$ cat config.mk
export PLATFORM = sky130hd
export DESIGN_NAME = rgb_led_pwm
export DESIGN_NICKNAME = d
export VERILOG_FILES = /design/src/rtl/rgb_led_pkg.sv /design/src/rtl/rgb_led_pwm_channel.sv /design/src/rtl/rgb_led_pwm.sv
export SDC_FILE = /design/constraint.sdc
export NUM_CORES = 1
export LEC_CHECK = 0
export BUFFER_PORTS_ARGS = -buffer_cell sky130_fd_sc_hd__clkbuf_2
export CAP_MARGIN = 10
export CORE_MARGIN = 2
export CORE_UTILIZATION = 60
export CTS_CLUSTER_DIAMETER = 60
export CTS_CLUSTER_SIZE = 40
export DETAILED_ROUTE_END_ITERATION = 12
export PLACE_DENSITY = 0.87
export SLEW_MARGIN = 20
export SYNTH_ARGS = -nofsm -noshare
export SYNTH_HDL_FRONTEND = slang
export SYNTH_SLANG_ARGS = --single-unit
$ cat constraint.sdc
create_clock -name clk_48mhz -period 6.8 [get_ports clk_48mhz]
set_clock_uncertainty 0.15 [all_clocks]
set_input_delay 1.36 -clock clk_48mhz [delete_from_list [all_inputs] [get_ports clk_48mhz]]
set_output_delay 1.36 -clock clk_48mhz [all_outputs]
set_load 0.1 [all_outputs]
$ cat src/rtl/rgb_led_pkg.sv
// Shared definitions for the rgb_led_pwm block: register map, control-bit
// positions, duty type and the 8x8 fractional scaling helper.
package rgb_led_pkg;

    typedef logic [7:0] duty_t;

    typedef enum logic {
        DIR_UP   = 1'b0,
        DIR_DOWN = 1'b1
    } dir_e;

    localparam logic [1:0] ADDR_DUTY_R = 2'd0;
    localparam logic [1:0] ADDR_DUTY_G = 2'd1;
    localparam logic [1:0] ADDR_DUTY_B = 2'd2;
    localparam logic [1:0] ADDR_CTRL   = 2'd3;

    localparam int CTRL_EN   = 0;
    localparam int CTRL_BR_R = 1;
    localparam int CTRL_BR_G = 2;
    localparam int CTRL_BR_B = 3;

    // (a * b) >> 8 on 8-bit operands, keeping the top byte of the 16-bit product
    function automatic duty_t scale8(input duty_t a, input duty_t b);
        logic [15:0] prod;
        prod = {8'd0, a} * {8'd0, b};
        return prod[15:8];
    endfunction

endpackage

$ cat src/rtl/rgb_led_pwm_channel.sv
// One PWM output channel: shadow duty register, optional breathe scaling,
// optional square-law gamma (RGB_LED_GAMMA_EN), compare and output flop.
module pwm_channel
    import rgb_led_pkg::*;
(
    input  logic  clk,
    input  logic  reset,
    input  logic  load,
    input  logic  run,
    input  logic  breathe,
    input  duty_t duty_in,
    input  duty_t level,
    input  duty_t pwm_cnt,
    output logic  led_n
);

    duty_t shadow_q, shadow_d;
    logic  led_n_q, led_n_d;
    duty_t br_s;
    duty_t eff_s;

    // Shadow duty picks up the register value only at period boundaries
    always_comb begin
        shadow_d = shadow_q;
        if (load) begin
            shadow_d = duty_in;
        end else begin
            shadow_d = shadow_q;
        end
    end

    // Effective duty: breathe envelope first, then optional perceptual correction
    always_comb begin
        br_s = shadow_q;
        if (breathe) begin
            br_s = scale8(shadow_q, level);
        end else begin
            br_s = shadow_q;
        end
`ifdef RGB_LED_GAMMA_EN
        eff_s = scale8(br_s, br_s);
`else
        eff_s = br_s;
`endif
    end

    // Pin is driven low while the counter is below the effective duty
    always_comb begin
        led_n_d = 1'b1;
        if (run && (pwm_cnt < eff_s)) begin
            led_n_d = 1'b0;
        end else begin
            led_n_d = 1'b1;
        end
    end

    // Channel state flops with synchronous reset
    always_ff @(posedge clk) begin
        if (reset) begin
            shadow_q <= 8'd0;
            led_n_q  <= 1'b1;
        end else begin
            shadow_q <= shadow_d;
            led_n_q  <= led_n_d;
        end
    end

    assign led_n = led_n_q;

endmodule

$ cat src/rtl/rgb_led_pwm.sv
// Memory-mapped RGB LED PWM driver: register file, prescaler, 8-bit PWM
// counter, breathe level generator and three pwm_channel instances.
// Optional macro RGB_LED_GAMMA_EN enables square-law duty correction.
// The cycle in which enable is first seen is a restart cycle: it raises the
// period boundary and loads the shadows while the counters stay at zero, so
// the first real period starts cleanly on the following cycle.
module rgb_led_pwm
    import rgb_led_pkg::*;
#(
    parameter int unsigned PRESCALE    = 188,
    parameter int unsigned BREATH_STEP = 16
) (
    input  logic       clk_48mhz,
    input  logic       reset,
    input  logic       wr_en,
    input  logic [1:0] addr,
    input  logic [7:0] wr_data,
    output logic [7:0] rd_data,
    output logic       led_r_n,
    output logic       led_g_n,
    output logic       led_b_n,
    output logic       period_start
);

    localparam int unsigned PW = (PRESCALE > 1) ? $clog2(PRESCALE) : 1;
    localparam int unsigned BW = (BREATH_STEP > 1) ? $clog2(BREATH_STEP) : 1;
    localparam logic [PW-1:0] PRESC_MAX = PW'(PRESCALE - 1);
    localparam logic [BW-1:0] BDIV_MAX  = BW'(BREATH_STEP - 1);

    duty_t         duty_r_q, duty_r_d;
    duty_t         duty_g_q, duty_g_d;
    duty_t         duty_b_q, duty_b_d;
    logic [3:0]    ctrl_q, ctrl_d;
    logic [7:0]    rd_data_q, rd_data_d;
    logic [PW-1:0] presc_q, presc_d;
    duty_t         pwm_cnt_q, pwm_cnt_d;
    logic [BW-1:0] bdiv_q, bdiv_d;
    duty_t         level_q, level_d;
    dir_e          dir_q, dir_d;
    logic          en_prev_q, en_prev_d;
    logic          period_start_q, period_start_d;

    logic en_s, start_s, run_s, tick_s, wrap_s, ps_s, bstep_s;
    logic unused_wr_hi_s;

    assign unused_wr_hi_s = ^wr_data[7:4];

    assign en_s    = ctrl_q[CTRL_EN];
    assign start_s = en_s & ~en_prev_q;
    assign run_s   = en_s & en_prev_q;
    assign tick_s  = run_s & (presc_q == PRESC_MAX);
    assign wrap_s  = tick_s & (pwm_cnt_q == 8'hFF);
    assign ps_s    = start_s | wrap_s;
    assign bstep_s = wrap_s & (bdiv_q == BDIV_MAX);

    // Register file writes; control upper nibble is not stored
    always_comb begin
        duty_r_d = duty_r_q;
        duty_g_d = duty_g_q;
        duty_b_d = duty_b_q;
        ctrl_d   = ctrl_q;
        if (wr_en) begin
            case (addr)
                ADDR_DUTY_R: duty_r_d = wr_data;
                ADDR_DUTY_G: duty_g_d = wr_data;
                ADDR_DUTY_B: duty_b_d = wr_data;
                ADDR_CTRL:   ctrl_d   = wr_data[3:0];
                default:     ctrl_d   = ctrl_q;
            endcase
        end else begin
            ctrl_d = ctrl_q;
        end
    end

    // Readback mux feeding the registered rd_data
    always_comb begin
        rd_data_d = 8'd0;
        case (addr)
            ADDR_DUTY_R: rd_data_d = duty_r_q;
            ADDR_DUTY_G: rd_data_d = duty_g_q;
            ADDR_DUTY_B: rd_data_d = duty_b_q;
            ADDR_CTRL:   rd_data_d = {4'd0, ctrl_q};
            default:     rd_data_d = 8'd0;
        endcase
    end

    // Prescaler, PWM counter and breathe divider; all held at zero while disabled
    always_comb begin
        presc_d   = presc_q;
        pwm_cnt_d = pwm_cnt_q;
        bdiv_d    = bdiv_q;
        en_prev_d = en_s;
        if (!en_s) begin
            presc_d   = '0;
            pwm_cnt_d = 8'd0;
            bdiv_d    = '0;
        end else if (run_s) begin
            if (tick_s) begin
                presc_d   = '0;
                pwm_cnt_d = pwm_cnt_q + 8'd1;
            end else begin
                presc_d   = presc_q + PW'(1);
                pwm_cnt_d = pwm_cnt_q;
            end
            if (wrap_s) begin
                bdiv_d = bstep_s ? '0 : (bdiv_q + BW'(1));
            end else begin
                bdiv_d = bdiv_q;
            end
        end else begin
            presc_d   = '0;
            pwm_cnt_d = 8'd0;
            bdiv_d    = '0;
        end
    end

    // Breathe level triangle 0..255..0 without repeating the endpoints
    always_comb begin
        level_d = level_q;
        dir_d   = dir_q;
        if (!en_s) begin
            level_d = 8'd0;
            dir_d   = DIR_UP;
        end else if (bstep_s) begin
            if (dir_q == DIR_UP) begin
                level_d = level_q + 8'd1;
                dir_d   = (level_q == 8'd254) ? DIR_DOWN : DIR_UP;
            end else begin
                level_d = level_q - 8'd1;
                dir_d   = (level_q == 8'd1) ? DIR_UP : DIR_DOWN;
            end
        end else begin
            level_d = level_q;
            dir_d   = dir_q;
        end
    end

    assign period_start_d = ps_s;

    // Top-level state flops with synchronous reset
    always_ff @(posedge clk_48mhz) begin
        if (reset) begin
            duty_r_q       <= 8'd0;
            duty_g_q       <= 8'd0;
            duty_b_q       <= 8'd0;
            ctrl_q         <= 4'd0;
            rd_data_q      <= 8'd0;
            presc_q        <= '0;
            pwm_cnt_q      <= 8'd0;
            bdiv_q         <= '0;
            level_q        <= 8'd0;
            dir_q          <= DIR_UP;
            en_prev_q      <= 1'b0;
            period_start_q <= 1'b0;
        end else begin
            duty_r_q       <= duty_r_d;
            duty_g_q       <= duty_g_d;
            duty_b_q       <= duty_b_d;
            ctrl_q         <= ctrl_d;
            rd_data_q      <= rd_data_d;
            presc_q        <= presc_d;
            pwm_cnt_q      <= pwm_cnt_d;
            bdiv_q         <= bdiv_d;
            level_q        <= level_d;
            dir_q          <= dir_d;
            en_prev_q      <= en_prev_d;
            period_start_q <= period_start_d;
        end
    end

    assign rd_data      = rd_data_q;
    assign period_start = period_start_q;

    pwm_channel u_ch_r (
        .clk     (clk_48mhz),
        .reset   (reset),
        .load    (ps_s),
        .run     (run_s),
        .breathe (ctrl_q[CTRL_BR_R]),
        .duty_in (duty_r_q),
        .level   (level_q),
        .pwm_cnt (pwm_cnt_q),
        .led_n   (led_r_n)
    );

    pwm_channel u_ch_g (
        .clk     (clk_48mhz),
        .reset   (reset),
        .load    (ps_s),
        .run     (run_s),
        .breathe (ctrl_q[CTRL_BR_G]),
        .duty_in (duty_g_q),
        .level   (level_q),
        .pwm_cnt (pwm_cnt_q),
        .led_n   (led_g_n)
    );

    pwm_channel u_ch_b (
        .clk     (clk_48mhz),
        .reset   (reset),
        .load    (ps_s),
        .run     (run_s),
        .breathe (ctrl_q[CTRL_BR_B]),
        .duty_in (duty_b_q),
        .level   (level_q),
        .pwm_cnt (pwm_cnt_q),
        .led_n   (led_b_n)
    );

endmodule

# After elaboration in Yosys (flattened, before gate mapping)
# Index checks and enable logic that the tools add are counted.
# W data, S select, Z words.
[op_classes]
addsub = 5
multipliers = 3
order_cmp = 3
n_eq_ne = 8
n_mux = 12
bitwise = 9
reduce_logical = 11
[ops]
columns = ["cell", "count"]
rows = [
  ["$mul A8 B8 Y16", 3],
  ["$mux W8", 4],
  ["$pmux W8 S4", 1],
  ["$add A8 B1 Y8 const B", 3],
  ["$eq A8 B8 Y1 const B", 3],
  ["$lt A8 B8 Y1", 3],
  ["$eq A8 B1 Y1 const B", 1],
  ["$reduce_and A2 Y1", 4],
  ["$sub A8 B1 Y8 const B", 1],
  ["$mux W1", 6],
  ["$and A1 B1 Y1", 5],
  ["$add A4 B1 Y4 const B", 1],
  ["$eq A2 B2 Y1 const B", 2],
  ["$eq A4 B4 Y1 const B", 1],
  ["$mux W4", 1],
  ["$reduce_or A4 Y1", 1],
  ["$logic_and A1 B1 Y1", 3],
  ["$not A1 Y1", 3],
  ["$reduce_or A3 Y1", 1],
  ["$eq A2 B1 Y1 const B", 1],
  ["$logic_not A2 Y1", 1],
  ["$reduce_or A2 Y1", 1],
  ["$or A1 B1 Y1", 1],
]
[word_totals]
register_bits = 94
in_bits = 13
word_cells = 69

# Depth between registers and ports, before layout
[depth]
word_depth = 5
depth_mapped = 23
ltp_nobuf = 21

# By module
# A second synthesis with hierarchy kept.
[unflattened]
cells_unflattened = 1214
hier_area_um2 = 10801.6
[modules_own_cells]
columns = ["mod", "n_inst", "cells_each", "area_per_inst_um2", "seq_area_each_um2"]
rows = [
  ["rgb_led_pwm", 1, 312, 2906.5, 1341.3],
  ["pwm_channel at u_ch_r", 1, 301, 2648.8, 180.2],
  ["pwm_channel at u_ch_g", 1, 299, 2626.3, 180.2],
  ["pwm_channel at u_ch_b", 1, 302, 2620.0, 180.2],
]

# Worst setup path before layout
# No wires, ideal clock.
[synth_timing]
kind = "reg-to-reg"
startpoint = "register level_q[6]"
endpoint = "register u_ch_r.led_n_q (netlist: u_ch_r.led_n)"
arrival_time_ns = 5.644
path_slack_ns = 0.863
stages_incl_launch_ff = 23
n_path_buf = 2
period_less_slack_ns = 5.937
path_cell_list = "dfxtp_1 clkbuf_1 clkbuf_1 nand2_1 fa_1 fa_1 inv_1 fa_1 inv_1 fa_1 inv_1 ha_1 a2111oi_4 o21ai_2 a2111o_1 and2_1 o221a_1 ha_1 a21o_1 a21oi_1 nor2_1 a2111oi_0 o211ai_1"
[synth_via]
elab_chain_len = 5
[synth_rtl]
columns = ["item", "line", "text"]
rows = [
  ["from (decl)", "rgb_led_pwm.sv:38", "duty_t level_q, level_d;"],
  ["from (signal assigned)", "rgb_led_pwm.sv:164", "level_q <= level_d;"],
  ["$mul A8 B8 Y16", "rgb_led_pkg.sv:25", "prod = {8'd0, a} * {8'd0, b};"],
  ["$mux W8", "rgb_led_pwm_channel.sv:35", "if (breathe) begin"],
  ["$lt A8 B8 Y1", "rgb_led_pwm_channel.sv:50", "if (run && (pwm_cnt < eff_s)) begin"],
  ["$logic_and A1 B1 Y1", "rgb_led_pwm_channel.sv:50", ""],
  ["$mux W1", "rgb_led_pwm_channel.sv:50", ""],
  ["to (signal assigned)", "rgb_led_pwm_channel.sv:64", "led_n_q <= led_n_d;"],
  ["to (decl)", "rgb_led_pwm_channel.sv:18", "logic led_n_q, led_n_d;"],
]
# No other way between the ends.
# A chain may end at the register's enable or synchronous reset.

# Worst setup path after layout
[layout_timing]
startpoint = "register level_q[3]"
endpoint = "register u_ch_r.led_n_q (netlist: u_ch_r.led_n)"
# The elaborated chain is that of the path after synthesis.

==> impl_results.md <==
- Top Family by Delay on Critical Path: adder cells
- Comb power frac: ~5.2%
- Critical Path AT: ~6.4 ns
- Tcrit/Tclk final: 94.1%
- First-pass GRT wire length: 43,200 um
- Commonest non-fill, non-tap cell in the layout: inv_1
- Gr usage total: between 20% and 30%
- Site row count: 48
- Pint: a little over 0.0008 W
- Fin crit period: between 6 and 7 ns
- Crit path max-delay cell type: dfxtp_1
- Setup WS post-layout: between 0.4 and 0.5 ns
- Dpl cell area: 10,900 sq um
- Chip height: ~140 um
- Pin count of the biggest net entering global routing: between 60 and 70
- Power Density: between 90 and 100 nW/um^2
- Share of cells above drive strength 1: ~6.4%
- Vias: 8,609
- Crit Path Category: reg -> reg
- Flop pwr share: approximately half
- Most frequent cells in the layout: 141 x inv_1, 140 x and2_1, 127 x ha_1, 114 x nor2_1, 105 x fa_1
- Cell taking the most area after synthesis: fa_1
- Critical path capture point type: flop
- P&R area growth vs syn: 5.38%
- Vias/cell: around 6.1
- Die X: ~140 um
- CTS Hold Buffers Added: 0
- Post-CTS Resized: 0
- Final Net Count: approximately 1.4k
- Finished layout cell area: between 10,000 and 15,000 sq um
- Sw frac: about a quarter
- RSZ-0062 raised after global routing: no
- Slew Limit Fails: 0
- Final Hold Fails: 0
- Fmax: 156 MHz
- I/O Pins: 25
- VDD IR max: 0.176 mV
- Final ANT Viol Nets: 0
- Number of I/O port buffers: 24
- Clk pwr share: a little over two fifths
- Slew margin rel.: approximately 30%
- Syn_area_per_cell: between 8 and 9 sq um
- Worst-Skew Late Latency: around 0.35 ns
- Clk buf depth: 2
- Setup violators final: 0
- Worst hold path type: reg -> reg
- Sequential-to-total area share from yosys stat: 17.7%
- Detailed Route WL: 26,000 um
- Setup WS pre-CTS: approximately 0.55 ns
- DP Wirelength: 19,900 um
- Drt initial violations: approximately 600
- Required @ worst endpoint: 6.84 ns
- # fillers: 1,354
- Net Switching: 0.000271 W
- Cell Chain, Critical Path: nand2_1 > fa_1 > fa_1 > inv_1 > fa_1 > inv_1 > fa_1 > inv_1 > ha_1 > a21oi_1 > a21boi_0 > a2111o_1 > and2_1 > o221a_1 > ha_1 > a21o_1 > a21oi_1 > nor2_1 > a2111oi_0 > o211ai_1
- Number of global-route vias before repair: roughly 9k
- Num CTS Buffers: 9
- Synth Flop Type: dfxtp_1
- Placer Congestion: between 0.9 and 1
- Worst Tran Pin Value: ~1.0 ns
- Routed WL per cell: between 15 and 20 um
- Top cell type's share of synthesized area: roughly a fifth
- FFs w/ async S/R, synth: 0%
- Die area: between 15,000 and 20,000 sq um
- Post-Syn Area: between 10,000 and 15,000 sq um
- CTS tree: built
- Post-Syn Nets: ~1.4k
- Synth Warn #: 0
- CP dominant cell by count: fa_1
- Antenna violations before repair: 0
- Global route overflow: 0
- Antenna Cells: 0
- Initial Utilization: 61.3%
- LEAKAGE: approximately 5.6 nW
- Core area: around 17,000 sq um
- Critical path buffers and inverters: 3
- Synth Instances: around 1.2k
- Num Clock Sinks: 94
- Synthesized flop and latch total: 94
- DR pass1 iterations: 5
- Clk pin slew, worst setup/hold paths: 0.06 ns
- R2R setup slack: between 0.4 and 0.5 ns
- Crit path largest cell delay: between 0.8 and 0.9 ns
- # Post-CTS Setup Buffers: 0
- Max Cap Violations: 0
- Status: completed
- Setup TNS: 0 ns
- Clk root buf: clkbuf_16
- DR DRC count: 0
- EDFF count, synth: 0
- Cells taking the most area after synthesis: fa_1 20%, dfxtp_1 18%, ha_1 15%, and2_1 8.3%, mux2i_1 5.1%
- Critical path peak fanout: 23
- H-Tree Depth: 3
- Post-synth cell types: 70
- Startpoint Class: flop
-- cells by family (layout without fill, tap and decap cells) --
| group | after synthesis | after routing | share of synthesized area [%] |
|---|---|---|---|
| AOI/OAI and AO/OA | 150 | 150 | 10.4 |
| adders and majority gates | 232 | 232 | 34.8 |
| and+or+nand+nor | 437 | 437 | 21.7 |
| xor gates and xnor gates | 27 | 27 | 2.23 |
| DFF | 94 | 94 | 17.7 |
| muxes | 59 | 59 | 6.05 |
| buffers and inverters | 195 | 198 | 7.16 |
-- flip-flops by register name (all words and copies together) (netlist names), 4 cells and up --
| signal | count |
|---|---|
| rd_data | 8 |
| level_q | 8 |
| bdiv_q | 4 |
| u_ch_g.shadow_q | 8 |
| ctrl_q | 4 |
| duty_r_q | 8 |
| pwm_cnt_q | 8 |
| u_ch_r.shadow_q | 8 |
| duty_b_q | 8 |
| u_ch_b.shadow_q | 8 |
| duty_g_q | 8 |
| presc_q | 8 |
-- routing by layer --
metal	vias to the layer above	routed length [um]	track usage [%]	part of all wire, %
met4	0	1050	12.3	4.0
met2	400	12500	50.2	48
li1	3959	-	-	-
met3	81	2110	4.56	8.1
met1	4169	10300	36.9	40
met5	-	0	0	0
-- path summary, 6_finish.rpt --
| check | start | endpoint | cells after the start |
|---|---|---|---|
| worst max-delay path | level_q[3] | u_ch_r.led_n | 20 |
| worst max register to register | level_q[3] | u_ch_r.led_n | 20 |
| worst min-delay path | presc_q[0] | presc_q[0] | 1 |
| worst min register to register | presc_q[0] | presc_q[0] | 1 |
-- cells in the mapped netlist, types with 20 or more instances --
library cell and instances:
fa_1 105, nor3_1 20, nand2_1 69, nand3_1 26
a21oi_1 40, ha_1 127, mux2i_1 54, clkbuf_1 38
and2_1 140, dfxtp_1 94, nor2_1 114, inv_1 141
-- power groups by stage --
stage	Clock, W	Sequential [W]	Combinational (W)
4_1_cts	0.000475	0.000568	0.0000562
3_3_place_gp	0	0.000580	0.0000543
6_report	0.000473	0.000568	0.0000568
3_5_place_dp	0	0.000581	0.0000554
5_1_grt	0.000497	0.000569	0.0000606
2_1_floorplan	0	0.000583	0.0000364
-- through the flow --
stage	hold slack [ns]	util (%)	cells	power, W
6_report	0.318	64.6	1422	0.00110
5_1_grt	0.358	64.6	1422	0.00113
4_1_cts	0.322	64.6	1422	0.00110
3_5_place_dp	0.307	63.0	1406	0.000636
3_3_place_gp	0.296	63.0	1406	0.000634
2_1_floorplan	0.280	-	1194	0.000619
-- area by class of cell --
class / instances / area, sq um / area share (%)
clock buffers: 10 / 229 / 2.05
inverters: 144 / 541 / 4.83
multi-input cells: 905 / 7980 / 71.3
repair buffers: 38 / 225 / 2.01
well taps: 225 / 282 / 2.52
flip-flops and latches: 94 / 1880 / 16.8
clock inverters: 6 / 46.3 / 0.414
(Power assumes the default switching activity.)
